### src/rtl/mannix_ddr_bridge.sv
// mannix_ddr_bridge: turns line read/write requests (NUM_WORDS_IN_LINE words)
// into single DDR bursts over valid/ready channels, one transaction at a time.
// Optional build macro MANNIX_DDR_TIMEOUT_EN adds parameter TIMEOUT_CYCLES and
// the sticky output timeout_err; without it the FSM waits on the DDR side forever.
module mannix_ddr_bridge #(
   parameter int ADDR_WIDTH        = 32,
   parameter int WORD_WIDTH        = 256,
   parameter int NUM_WORDS_IN_LINE = 16,
   parameter int LOG2_WORDS        = $clog2(NUM_WORDS_IN_LINE)
`ifdef MANNIX_DDR_TIMEOUT_EN
   ,parameter int TIMEOUT_CYCLES   = 1024
`endif
) (
   input  logic                  clk,
   input  logic                  rst,
   input  logic                  rd_req_valid,
   input  logic [ADDR_WIDTH-1:0] rd_req_addr,
   output logic                  rd_req_ready,
   output logic                  rd_word_valid,
   output logic [WORD_WIDTH-1:0] rd_word_data,
   output logic [LOG2_WORDS-1:0] rd_word_idx,
   output logic                  rd_line_done,
   input  logic                  wr_req_valid,
   input  logic [ADDR_WIDTH-1:0] wr_req_addr,
   output logic                  wr_req_ready,
   output logic                  wr_word_ready,
   input  logic [WORD_WIDTH-1:0] wr_word_data,
   output logic                  wr_line_done,
   input  logic                  wr_priority,
   output logic                  ddr_ar_valid,
   input  logic                  ddr_ar_ready,
   output logic [ADDR_WIDTH-1:0] ddr_ar_addr,
   input  logic                  ddr_r_valid,
   output logic                  ddr_r_ready,
   input  logic [WORD_WIDTH-1:0] ddr_r_data,
   input  logic                  ddr_r_last,
   output logic                  ddr_aw_valid,
   input  logic                  ddr_aw_ready,
   output logic [ADDR_WIDTH-1:0] ddr_aw_addr,
   output logic                  ddr_w_valid,
   input  logic                  ddr_w_ready,
   output logic [WORD_WIDTH-1:0] ddr_w_data,
   output logic                  ddr_w_last,
   input  logic                  ddr_b_valid,
   output logic                  ddr_b_ready,
`ifdef MANNIX_DDR_TIMEOUT_EN
   output logic                  timeout_err,
`endif
   output logic                  busy
);

   typedef enum logic [2:0] {
      S_IDLE, S_RD_ADDR, S_RD_DATA, S_WR_ADDR, S_WR_DATA, S_WR_RESP
   } state_t;

   state_t                state_q, state_d;
   logic [LOG2_WORDS-1:0] cnt_q, cnt_d;
   logic [ADDR_WIDTH-1:0] addr_q, addr_d;
   logic                  rd_req_ready_q, rd_req_ready_d;
   logic                  wr_req_ready_q, wr_req_ready_d;
   logic                  rd_word_valid_q, rd_word_valid_d;
   logic [WORD_WIDTH-1:0] rd_word_data_q, rd_word_data_d;
   logic [LOG2_WORDS-1:0] rd_word_idx_q, rd_word_idx_d;
   logic                  rd_line_done_q, rd_line_done_d;
   logic                  wr_line_done_q, wr_line_done_d;
   // Sticky flag: ddr_r_last disagreed with the beat counter (counter still rules).
   logic                  protocol_err_q, protocol_err_d;
   logic                  grant_wr, grant_rd, last_beat;

`ifdef MANNIX_DDR_TIMEOUT_EN
   localparam int TO_W = (TIMEOUT_CYCLES > 1) ? $clog2(TIMEOUT_CYCLES) : 1;
   logic [TO_W-1:0] to_cnt_q, to_cnt_d;
   logic            timeout_err_q, timeout_err_d;
   logic            hs_any;
   assign timeout_err = timeout_err_q;
   assign hs_any = (state_q == S_RD_ADDR && ddr_ar_ready) ||
                   (state_q == S_RD_DATA && ddr_r_valid)  ||
                   (state_q == S_WR_ADDR && ddr_aw_ready) ||
                   (state_q == S_WR_DATA && ddr_w_ready)  ||
                   (state_q == S_WR_RESP && ddr_b_valid);
`endif

   // Write wins when it is the only request or when wr_priority breaks a tie.
   assign grant_wr  = wr_req_valid & (wr_priority | ~rd_req_valid);
   assign grant_rd  = rd_req_valid & ~grant_wr;
   assign last_beat = (cnt_q == LOG2_WORDS'(NUM_WORDS_IN_LINE - 1));

   // State register and all registered outputs; reset abandons any burst at once.
   always_ff @(posedge clk or posedge rst) begin
      if (rst) begin
         state_q         <= S_IDLE;
         cnt_q           <= '0;
         addr_q          <= '0;
         rd_req_ready_q  <= 1'b0;
         wr_req_ready_q  <= 1'b0;
         rd_word_valid_q <= 1'b0;
         rd_word_data_q  <= '0;
         rd_word_idx_q   <= '0;
         rd_line_done_q  <= 1'b0;
         wr_line_done_q  <= 1'b0;
         protocol_err_q  <= 1'b0;
`ifdef MANNIX_DDR_TIMEOUT_EN
         to_cnt_q        <= '0;
         timeout_err_q   <= 1'b0;
`endif
      end else begin
         state_q         <= state_d;
         cnt_q           <= cnt_d;
         addr_q          <= addr_d;
         rd_req_ready_q  <= rd_req_ready_d;
         wr_req_ready_q  <= wr_req_ready_d;
         rd_word_valid_q <= rd_word_valid_d;
         rd_word_data_q  <= rd_word_data_d;
         rd_word_idx_q   <= rd_word_idx_d;
         rd_line_done_q  <= rd_line_done_d;
         wr_line_done_q  <= wr_line_done_d;
         protocol_err_q  <= protocol_err_d;
`ifdef MANNIX_DDR_TIMEOUT_EN
         to_cnt_q        <= to_cnt_d;
         timeout_err_q   <= timeout_err_d;
`endif
      end
   end

   // Next-state logic: arbitration, burst sequencing, beat counter, read word capture.
   always_comb begin
      state_d         = state_q;
      cnt_d           = cnt_q;
      addr_d          = addr_q;
      rd_req_ready_d  = 1'b0;
      wr_req_ready_d  = 1'b0;
      rd_word_valid_d = 1'b0;
      rd_word_data_d  = rd_word_data_q;
      rd_word_idx_d   = rd_word_idx_q;
      rd_line_done_d  = 1'b0;
      wr_line_done_d  = 1'b0;
      protocol_err_d  = protocol_err_q;
      case (state_q)
         S_IDLE: begin
            if (grant_wr) begin
               state_d        = S_WR_ADDR;
               addr_d         = wr_req_addr;
               cnt_d          = '0;
               wr_req_ready_d = 1'b1;
            end else if (grant_rd) begin
               state_d        = S_RD_ADDR;
               addr_d         = rd_req_addr;
               cnt_d          = '0;
               rd_req_ready_d = 1'b1;
            end
         end
         S_RD_ADDR: if (ddr_ar_ready) state_d = S_RD_DATA;
         S_RD_DATA: begin
            if (ddr_r_valid) begin
               rd_word_valid_d = 1'b1;
               rd_word_data_d  = ddr_r_data;
               rd_word_idx_d   = cnt_q;
               cnt_d           = last_beat ? '0 : cnt_q + 1'b1;
               if (ddr_r_last != last_beat) protocol_err_d = 1'b1;
               if (last_beat) begin
                  rd_line_done_d = 1'b1;
                  state_d        = S_IDLE;
               end
            end
         end
         S_WR_ADDR: if (ddr_aw_ready) state_d = S_WR_DATA;
         S_WR_DATA: begin
            if (ddr_w_ready) begin
               cnt_d = last_beat ? '0 : cnt_q + 1'b1;
               if (last_beat) state_d = S_WR_RESP;
            end
         end
         S_WR_RESP: begin
            if (ddr_b_valid) begin
               wr_line_done_d = 1'b1;
               state_d        = S_IDLE;
            end
         end
         default: state_d = S_IDLE;
      endcase
`ifdef MANNIX_DDR_TIMEOUT_EN
      // Watchdog: any handshake restarts it; expiry closes the line and forces IDLE.
      to_cnt_d      = to_cnt_q;
      timeout_err_d = timeout_err_q;
      if (state_q == S_IDLE || hs_any) begin
         to_cnt_d = '0;
      end else if (to_cnt_q == TO_W'(TIMEOUT_CYCLES - 1)) begin
         to_cnt_d      = '0;
         timeout_err_d = 1'b1;
         state_d       = S_IDLE;
         if (state_q == S_RD_ADDR || state_q == S_RD_DATA) rd_line_done_d = 1'b1;
         else                                               wr_line_done_d = 1'b1;
      end else begin
         to_cnt_d = to_cnt_q + 1'b1;
      end
`endif
   end

   // Channel outputs decoded from state; everything is 0 in IDLE and therefore in reset.
   always_comb begin
      ddr_ar_valid  = 1'b0;
      ddr_ar_addr   = '0;
      ddr_r_ready   = 1'b0;
      ddr_aw_valid  = 1'b0;
      ddr_aw_addr   = '0;
      ddr_w_valid   = 1'b0;
      ddr_w_data    = '0;
      ddr_w_last    = 1'b0;
      wr_word_ready = 1'b0;
      ddr_b_ready   = 1'b0;
      case (state_q)
         S_RD_ADDR: begin
            ddr_ar_valid = 1'b1;
            ddr_ar_addr  = addr_q;
         end
         S_RD_DATA: ddr_r_ready = 1'b1;
         S_WR_ADDR: begin
            ddr_aw_valid = 1'b1;
            ddr_aw_addr  = addr_q;
         end
         S_WR_DATA: begin
            ddr_w_valid   = 1'b1;
            ddr_w_data    = wr_word_data;
            ddr_w_last    = last_beat;
            wr_word_ready = ddr_w_ready;
         end
         S_WR_RESP: ddr_b_ready = 1'b1;
         default: ;
      endcase
   end

   assign rd_req_ready  = rd_req_ready_q;
   assign wr_req_ready  = wr_req_ready_q;
   assign rd_word_valid = rd_word_valid_q;
   assign rd_word_data  = rd_word_data_q;
   assign rd_word_idx   = rd_word_idx_q;
   assign rd_line_done  = rd_line_done_q;
   assign wr_line_done  = wr_line_done_q;
   assign busy          = (state_q != S_IDLE);

endmodule

### config.mk
export PLATFORM = sky130hd
export DESIGN_NAME = mannix_ddr_bridge
export DESIGN_NICKNAME = d
export VERILOG_FILES = /design/src/rtl/mannix_ddr_bridge.sv
export SDC_FILE = /design/constraint.sdc
export NUM_CORES = 1
export LEC_CHECK = 0
export CAP_MARGIN = 20
export CORE_AREA = 2 2 463 465
export CTS_BUF_LIST = sky130_fd_sc_hd__clkbuf_16
export DETAILED_ROUTE_END_ITERATION = 10
export DIE_AREA = 0 0 465 467
export SLEW_MARGIN = 20
export SYNTH_ARGS = -nofsm -noshare
export SYNTH_HDL_FRONTEND = slang
export SYNTH_SLANG_ARGS = --single-unit
### constraint.sdc
create_clock -name clk -period 27.5 [get_ports clk]
set_input_delay 4.125 -clock clk [delete_from_list [all_inputs] [get_ports clk]]
set_output_delay 4.125 -clock clk [all_outputs]
set_load 0.01 [all_outputs]
==> summary.md, run 1 <==
| Metric | Value |
|---|---|
| Status | finished clean |
| Clk sinks | 304 |
| Hold path depth | 1 |
| Main combinational cell family by area after synthesis | multiplexers |
| Cells on worst reg2reg path | 6 |
| Crit Reg-Reg Endpoint | rd_word_data[252] |
| Most frequent cell after synthesis | dfrtp_1 |
| Simple logic cell fraction of the synthesized area | 0.166 |
| Post-CTS repair timing setup buffer count | 0 |
| Share of cells above drive strength 1 | 0.100 |
| Fin crit period | 9920 ps |
| Synth Instances | 1147 |
| RR Startpoint | state_q[2] |
| Multiplexer share of the synthesized area | 0.231 |
| CP Data Arrival Time | 5790 ps |
| Routed WL | 195 mm |
| Cell variety after synth | 40 |
| Number of cell rows | 169 |
| Async SR Flop Fraction | 1.00 |
| Total CTS buffers | 45 |
| Die area | 217000 um^2 |
| Clock Power Share | 0.194 |
| Hold_buf cts | 0 |
| Psw | 1.37 mW |
| CP startpoint | wr_word_data[87] |
| Clock Latency Late Sink | 650 ps |
| Gate power share | 0.532 |
| CTS tree | yes |
| Root Driver | clkbuf_16 |
| DRC | 0 |
| CTS Buffer Depth | 3 |
| Avg Inst Size Synth | 12.3 um^2 |
| Drt pass-1 iters | 4 |
| Max IR drop VDD | 0.0000970 V |
| Power Dens Cells | 102 nW/um^2 |
| Reg2reg setup slack | 23180 ps |
| Crit Path Class | in2out |
| Setup Viol. Count Final | 0 |
| Setup TNS | 0 ps |
| Detailed placer's ending HPWL | 177 mm |
| Top post-synthesis cells by area | dfrtp_1 (54%), and3_1 (12%), mux2_2 (11%) |
| Post-synth top cells | dfrtp_1 (304), and3_1 (260), mux2_2 (143), mux2_1 (115), clkbuf_1 (67) |
| Port Buffers | 1178 |
| H-tree Lvls | 2 |
| Initial antenna violation count | 225 |
| Fillers | 23751 |
| Sequential fraction of the synthesis area | 0.539 |
| Setup crit end kind | output pin |
| Adder-cell share of the synthesized area | 0.000886 |
| Ys flop type | dfrtp_1 |
| Antenna Nets Post-Route | 0 |
| Leak | 12.2 nW |
| I/O pin cnt | 1180 |
| Critical Path RT | 23370 ps |
| Synth Area in Compound Gates | 0.0180 |
| Core Util, Final | 0.145 |
| Worst Hold Class | reg2reg |
| Dominant cell type by area after synthesis | dfrtp_1 |
| Die span in y | 467 um |
| Max-Cap Viols | 0 |
| Vias in the first global route | 15257 |
| YS warnings | 0 |
| Routability cong. | 0.889 |
| Slew @ Worst Pin | 1100 ps |
| Die Wd | 465 um |
| CTS clk-pin slew, worst paths | 50 ps |
| Synth top area share | 0.539 |
| Synth Register Bits | 304 |
| Via count | 15299 |
| Largest net degree at the start of global routing | 244 |
| Xor/xnor share of the synthesized area | 0.000620 |
| Sw frac | 0.438 |
| Initial Utilization | 0.0667 |
| Nets | 2867 |
| First-pass GRT wire length | 228 mm |
| Core area | 212000 um^2 |
| Iteration-0 DRC Markers | 838 |
| Fin crit share | 0.361 |
| Worst setup SP type | primary input |
| Area Overhead vs Synth | 117% |
| Mapped Area | 14100 um^2 |
| Number of synthesized flops with an enable pin | 0 |
| RSZ-0062 raised after global routing | false |
| Grt ovf | 0 |
| GRT Util Overall | 0.173 |
| Hold Fails Final Rpt | 0 |
| Slew Viols, Final | 0 |
| Post-Syn Nets | 1735 |
| Post-CTS resize count | 0 |
| Clock skew | 32.9 ps |
| Slew HR | 0.267 |
| End point of the critical path | ddr_w_data[87] |
| Flop pwr share | 0.275 |
| Maximum clock frequency | 101 MHz |
| DR vias/cell | 2.95 |
| P_int | 1.76 mW |
| Worst Path Max Fanout | 1 |
| WL/cell | 37.7 um |
==> routing by layer <==
metal  global-route usage  part of all wire  wire length (um)
met1                0.191              0.38             74400
met5               0.0103            0.0042               816
met3                0.175              0.22             42800
met4               0.0314             0.017              3300
met2                0.229              0.38             73800
==> how the worst min path moves through the flow <==
| stage | start | endpoint | slack (ps) |
|---|---|---|---|
| floorplan | addr_q[0] | addr_q[0] | 460 |
| global placement | rd_word_data[43] | rd_word_data[43] | 470 |
| detailed placement | rd_word_data[45] | rd_word_data[45] | 470 |
| CTS | rd_word_data[28] | rd_word_data[28] | 490 |
| global route | rd_word_data[32] | rd_word_data[32] | 500 |
| finish | rd_word_data[244] | rd_word_data[244] | 480 |
==> power groups by stage <==
stage / registers (mW) / clock network (mW) / logic (mW)
after floorplan: 0.872 / 0 / 0.457
after global placement: 0.866 / 0 / 1.69
after detailed placement: 0.879 / 0 / 1.69
after CTS: 0.872 / 0.632 / 1.70
after global routing: 0.890 / 0.645 / 1.79
final: 0.857 / 0.604 / 1.66
==> through the flow <==
step | hold WS (ps) | power, mW | worst slack [ps] | instance area [um^2] | std cells
CTS | 486 | 3.20 | 17650 | 30500 | 5134
detailed placement | 474 | 2.57 | 17670 | 29000 | 5053
global route | 496 | 3.33 | 17540 | 30600 | 5149
floorplan | 455 | 1.33 | 14970 | 14100 | 1147
global placement | 470 | 2.55 | 17660 | 29000 | 5052
finish | 482 | 3.12 | 17580 | 30600 | 5181
==> cells in the final DEF (no fill, tap or decap), types with 2 or more instances in the layout <==
cell / n
clkdlybuf4s50_1: 1178
nand2_1: 44
clkinv_1: 6
nor3_1: 4
inv_6: 4
inv_16: 2
mux2_2: 143
bufinv_16: 6
mux2_1: 115
o21ai_4: 2
nor2_1: 5
nand2b_1: 2
mux2i_1: 35
diode_2: 47
o21ai_0: 34
and3_1: 259
buf_4: 7
clkinv_2: 6
nand3_1: 2
clkinvlp_4: 2
inv_1: 14
clkinv_4: 2
and2_1: 65
clkbuf_16: 45
dfrtp_1: 303
buf_12: 2
==> final cells by class <==
| class | count | area [um^2] | share of cell area |
|---|---|---|---|
| clock buffers | 45 | 1130 | 0.0368 |
| multi-input cells | 731 | 5900 | 0.193 |
| diodes | 47 | 118 | 0.00384 |
| flip-flops and latches | 304 | 7610 | 0.248 |
| inverters | 8 | 53.8 | 0.00176 |
| clock inverters | 36 | 380 | 0.0124 |
| repair buffers | 1189 | 11900 | 0.389 |
| well taps | 2821 | 3530 | 0.115 |
==> critical path, stage by stage <==
cell and delay [ps]:
clkdlybuf4s50_1 450, and3_1 160, clkdlybuf4s50_1 1060
==> kinds of logic after synthesis <==
group | Yosys count
simple gates | 391
compound gates | 45
mux | 293
xor+xnor | 1
fa+ha+maj | 1
buf+inv | 112
flops | 304
==> state kept, by name, summed over array words and instances, names as in the netlist <==
register and count:
rd_word_data 256, addr_q 32, cnt_q 4, rd_word_idx 4, state_q 3, rd_line_done 1
rd_req_ready 1, rd_word_valid 1, wr_line_done 1, wr_req_ready 1
Note: power is estimated with default switching activity, not from simulation.
==> inputs of run 2 (changes only) <==
--- a/config.mk
+++ b/config.mk
@@ -6,10 +6,10 @@
 export NUM_CORES = 1
 export LEC_CHECK = 0
 export CAP_MARGIN = 20
-export CORE_AREA = 2 2 463 465
+export CORE_AREA = 2 2 458 460
 export CTS_BUF_LIST = sky130_fd_sc_hd__clkbuf_16
 export DETAILED_ROUTE_END_ITERATION = 10
-export DIE_AREA = 0 0 465 467
+export DIE_AREA = 0 0 460 462
 export SLEW_MARGIN = 20
 export SYNTH_ARGS = -nofsm -noshare
 export SYNTH_HDL_FRONTEND = slang
==> constraint.sdc (replaced) <==
create_clock -name clk -period 8 [get_ports clk]
set_input_delay 1.2 -clock clk [delete_from_list [all_inputs] [get_ports clk]]
set_output_delay 1.2 -clock clk [all_outputs]
set_load 0.01 [all_outputs]
==> run 2 against run 1 <==
Effect of this change:
- utilization rose by 0.17 points
- sequential share of layout area is 0.13 points higher
- highest routed layer unchanged
- largest power group unchanged
- combinational power rose to 3.4 times the previous value
- critical path depth up 2
- setup slack worse by 15000 ps
- first-iteration DRC count is 37% higher
- clock-buffer cell count did not move
- critical endpoint is now ddr_w_data[76]
- clock skew shrank 1.0 ps
==> summary.md, run 2 (synthesis gave the netlist of run 1 again) <==
| Metric | Value |
|---|---|
| WL/cell | 41.7 um |
| Initial antenna violation count | 245 |
| Area Overhead vs Synth | 116% |
| Detailed placer's ending HPWL | 191 mm |
| GRT Util Overall | 0.192 |
| Total CTS buffers | 45 |
| Port Buffers | 1178 |
| Max reg flops | 256 |
| Power Dens Cells | 350 nW/um^2 |
| Clock Latency Late Sink | 660 ps |
| Die span in y | 462 um |
| H-tree Lvls | 2 |
| Kind of cell adding the most delay to the critical path | buffers and inverters |
| Number of cell rows | 168 |
| Slew @ Worst Pin | 1150 ps |
| Vias in the first global route | 15328 |
| DRC | 0 |
| Fillers | 23423 |
| Worst setup SP type | flip-flop |
| Maximum clock frequency | 185 MHz |
| Status | finished clean |
| CTS clk-pin slew, worst paths | 60 ps |
| Die area | 213000 um^2 |
| Via count | 16003 |
| Leading cell type in the layout, fill and taps excluded | clkdlybuf4s50_1 |
| Register Area | 7610 um^2 |
| Die Wd | 460 um |
| Largest net degree at the start of global routing | 138 |
| Max incr delay on CP | 870 ps |
| First-pass GRT wire length | 244 mm |
| CTS Buffer Depth | 3 |
| Grt ovf | 0 |
| Clock skew | 31.8 ps |
| Routability cong. | 0.928 |
| Setup Viol. Count Final | 0 |
| Max-Cap Viols | 0 |
| Hold Fails Final Rpt | 0 |
| Clk sinks | 304 |
| Worst Hold Class | reg2reg |
| DR vias/cell | 3.14 |
| Core Util, Final | 0.146 |
| CP Data Arrival Time | 4190 ps |
| CTS tree | yes |
| Setup crit end kind | output pin |
| Hold_buf cts | 0 |
| Fin crit period | 5390 ps |
| Core area | 208000 um^2 |
| Setup TNS | 0 ps |
| Most frequent cells in the layout | clkdlybuf4s50_1 (1178), dfrtp_1 (303), and3_1 (259) |
| Fin crit share | 0.674 |
| Multi-input gate area | 5900 um^2 |
| Worst Path Max Fanout | 58 |
| Routed WL | 212 mm |
| Antenna Nets Post-Route | 0 |
| Share of cells above drive strength 1 | 0.100 |
| Drt pass-1 iters | 5 |
| Post-CTS repair timing setup buffer count | 0 |
| RSZ-0062 raised after global routing | false |
| Root Driver | clkbuf_16 |
| I/O pin cnt | 1180 |
| Cell with the largest stage delay on the worst path | clkdlybuf4s50_1 |
| Nets | 2870 |
| Iteration-0 DRC Markers | 1149 |
| Initial Utilization | 0.0678 |
| Critical Path RT | 6800 ps |
| Slew Viols, Final | 0 |
| Crit Path Class | reg2out |
| Critical-path cell list | nor2_4 -> buf_4 -> buf_12 -> and3_1 -> clkdlybuf4s50_1 |
| Leak | 12.1 nW |
| Post-CTS resize count | 0 |
| Buf+Inv Stages, Crit Path | 3 |
| Slew HR | 0.231 |
| Max IR drop VDD | 0.000173 V |
-- run 2: cell count changes in the layout (fill, tap and decap cells not counted), moves of 2 or more --
cell / delta
inv_6: -2
inv_1: -2
buf_4: +3
clkinv_1: +3
clkinvlp_4: +3
diode_2: +17
buf_12: +2
bufinv_16: -4
clkinv_4: +2
-- run 2: per-layer routing --
metal	up-vias	wire, um	global-route usage
li1	6413	-	-
met2	1345	82800	0.264
met3	364	37500	0.156
met5	-	654	0
met1	7811	87400	0.230
met4	70	4020	0.0310
-- run 2: area by class of cell --
cell class / count / share of cell area
repair buffers: 1192 / 0.392
flip-flops and latches: 304 / 0.250
multi-input cells: 731 / 0.194
well taps: 2720 / 0.112
clock buffers: 45 / 0.0370
clock inverters: 34 / 0.00899
diodes: 64 / 0.00526
inverters: 8 / 0.00152
-- run 2: metrics by stage --
stage	cell area (um^2)	setup WS, ps	hold slack (ps)	power (mW)	std cells
floorplan	14100	2760	455	4.57	1147
global placement	28900	3410	467	8.80	4954
detailed placement	28900	3350	474	8.83	4954
CTS	30300	2590	487	10.9	5033
global route	30300	2500	497	11.3	5045
finish	30500	2610	481	10.7	5098
-- run 2: where the power goes --
part	internal (mW)	switching (mW)	total, mW
Combinational	2.52	3.20	5.71
Sequential	2.30	0.691	2.99
Clock	1.09	0.875	1.97
-- run 2: path summary, 6_finish.rpt --
| path | depth (start not counted) | from | to | slack [ps] |
|---|---|---|---|---|
| worst max-delay path | 5 | state_q[1] | ddr_w_data[76] | 2610 |
| max in group asynchronous | 3 | rst | rd_word_data[196] | 5740 |
| worst min register to register | 1 | rd_word_data[241] | rd_word_data[241] | 480 |
| worst max register to register | 6 | state_q[2] | rd_word_data[189] | 3450 |
| min in group asynchronous | 2 | rst | rd_word_data[151] | 1030 |
| worst min-delay path | 1 | rd_word_data[241] | rd_word_data[241] | 480 |
==> inputs of run 3 (changes only) <==
==> constraint.sdc (replaced) <==
create_clock -name clk -period 4.9 [get_ports clk]
set_input_delay 0.735 -clock clk [delete_from_list [all_inputs] [get_ports clk]]
set_output_delay 0.735 -clock clk [all_outputs]
set_load 0.01 [all_outputs]
==> run 3 against run 2 <==
Effect of this change:
- sequential cell count unchanged
- combinational power up 68%
- cell area up 0.66%
- wire length down 3.8%
- register-to-register slack worse by 1800 ps
- critical path depth unchanged
- clock skew up 24 ps
- worst hold slack worse by 6.1 ps
- cell count down 0.29%
- global-route usage down 0.76 points
- utilization up 0.097 points
==> summary.md, run 3 (synthesis gave the netlist of run 1 again) <==
| Metric | Value |
|---|---|
| Worst Path Max Fanout | 91 |
| Post-CTS repair timing setup buffer count | 0 |
| Clk sinks | 304 |
| CP Data Arrival Time | 3630 ps |
| Hold_buf cts | 0 |
| Die area | 213000 um^2 |
| Clock Latency Late Sink | 660 ps |
| Routability cong. | 0.967 |
| I/O pin cnt | 1180 |
| CTS Buffer Depth | 3 |
| First-pass GRT wire length | 235 mm |
| Drt pass-1 iters | 6 |
| CTS clk-pin slew, worst paths | 60 ps |
| Leading cell type in the layout, fill and taps excluded | clkdlybuf4s50_1 |
| CTS tree | yes |
| Port Buffers | 1178 |
| Number of cell rows | 168 |
| Initial antenna violation count | 238 |
| Most frequent cells in the layout | clkdlybuf4s50_1 (1178), dfrtp_1 (303), and3_1 (259) |
| Fin crit period | 4370 ps |
| Share of cells above drive strength 1 | 0.105 |
| Maximum clock frequency | 229 MHz |
| Critical Path RT | 4160 ps |
| Placed Cells | 4958 |
| Vias in the first global route | 15078 |
| Core Util, Final | 0.147 |
| Final setup margin | 533 ps |
| Post-CTS resize count | 0 |
| DRC | 0 |
| Max IR drop VDD | 0.000274 V |
| Die Wd | 460 um |
| Via count | 15785 |
| RSZ-0062 raised after global routing | false |
| Crit Path Class | reg2out |
| Die span in y | 462 um |
| Cell Count, Final, Fillers Out | 5083 |
| WL/cell | 40.2 um |
| Hold Fails Final Rpt | 0 |
| Post-Place Worst Slack | 1270 ps |
| Power Dens Cells | 583 nW/um^2 |
| Setup crit end kind | output pin |
| Worst Hold Class | reg2reg |
| Slew HR | 0.349 |
| GRT Util Overall | 0.184 |
| Initial Utilization | 0.0678 |
| Fin crit share | 0.891 |
| Max-Cap Viols | 0 |
| Leak | 12.2 nW |
| Slew @ Worst Pin | 976 ps |
| Grt ovf | 0 |
| Routed WL | 204 mm |
| H-tree Lvls | 2 |
| Area Overhead vs Synth | 117% |
| DR vias/cell | 3.11 |
| Core area | 208000 um^2 |
| Worst setup SP type | flip-flop |
| Iteration-0 DRC Markers | 1077 |
| Detailed placer's ending HPWL | 185 mm |
| Largest net degree at the start of global routing | 223 |
| Slew Viols, Final | 0 |
| Setup TNS | 0 ps |
| Root Driver | clkbuf_16 |
| Max reg flops | 256 |
| Total CTS buffers | 45 |
| Status | finished clean |
| Clock skew | 55.6 ps |
| Nets | 2874 |
| Setup Viol. Count Final | 0 |
| Antenna Nets Post-Route | 0 |
run 3: cell types whose count changed in the layout (fill, tap and decap cells not counted), sizes merged:
cell      change
buf           +4
bufinv        +5
clkinvlp      +1
diode        -22
inv           -3
run 3: report_power, final:
group          switching [mW]  leakage (nW)  internal, mW
Combinational            5.46          7.80          4.15
Clock                    1.47         0.760          2.07
Sequential              0.977          3.66          3.76
run 3: worst max-delay path, stage by stage (launching register included):
cell,delay (ps)
dfrtp_1,600
nor2_4,550
buf_12,430
buf_4,450
and3_1,230
clkdlybuf4s50_1,640
run 3: metal layers:
layer / GRT usage / share of wire / vias to the layer above
met5: 0 / 0.0027 / -
met4: 0.0397 / 0.029 / 78
met3: 0.205 / 0.24 / 444
met2: 0.238 / 0.36 / 1280
met1: 0.196 / 0.37 / 7584
li1: - / - / 6399
run 3: final timing paths:
| check | start | end | slack [ps] | depth (start not counted) |
|---|---|---|---|---|
| setup / recovery | state_q[1] | wr_word_ready | 530 | 5 |
| hold / removal | rd_word_idx[2] | rd_word_idx[2] | 480 | 2 |
| setup reg to reg | state_q[2] | rd_word_data[239] | 1610 | 7 |
| hold reg to reg | rd_word_idx[2] | rd_word_idx[2] | 480 | 2 |
| max in group asynchronous | rst | rd_word_data[100] | 3260 | 3 |
| min in group asynchronous | rst | rd_word_data[178] | 520 | 2 |
run 3: cell type report:
cell class | instances | area, um^2
fill | 23369 | 177000
sequential | 304 | 7610
tap | 2720 | 3400
clock buffer | 45 | 1130
inverter | 8 | 46.3
antenna | 42 | 105
timing repair buffer | 1196 | 12000
clock inverter | 37 | 443
multi-input combinational | 731 | 5900
run 3: stage by stage:
stage / hold slack [ps] / cell area, um^2 / power [mW]
finish: 475 / 30700 / 17.9
global route: 496 / 30600 / 19.0
CTS: 474 / 30500 / 18.3
detailed placement: 467 / 29000 / 14.5
global placement: 467 / 29000 / 14.5
floorplan: 455 / 14100 / 7.46
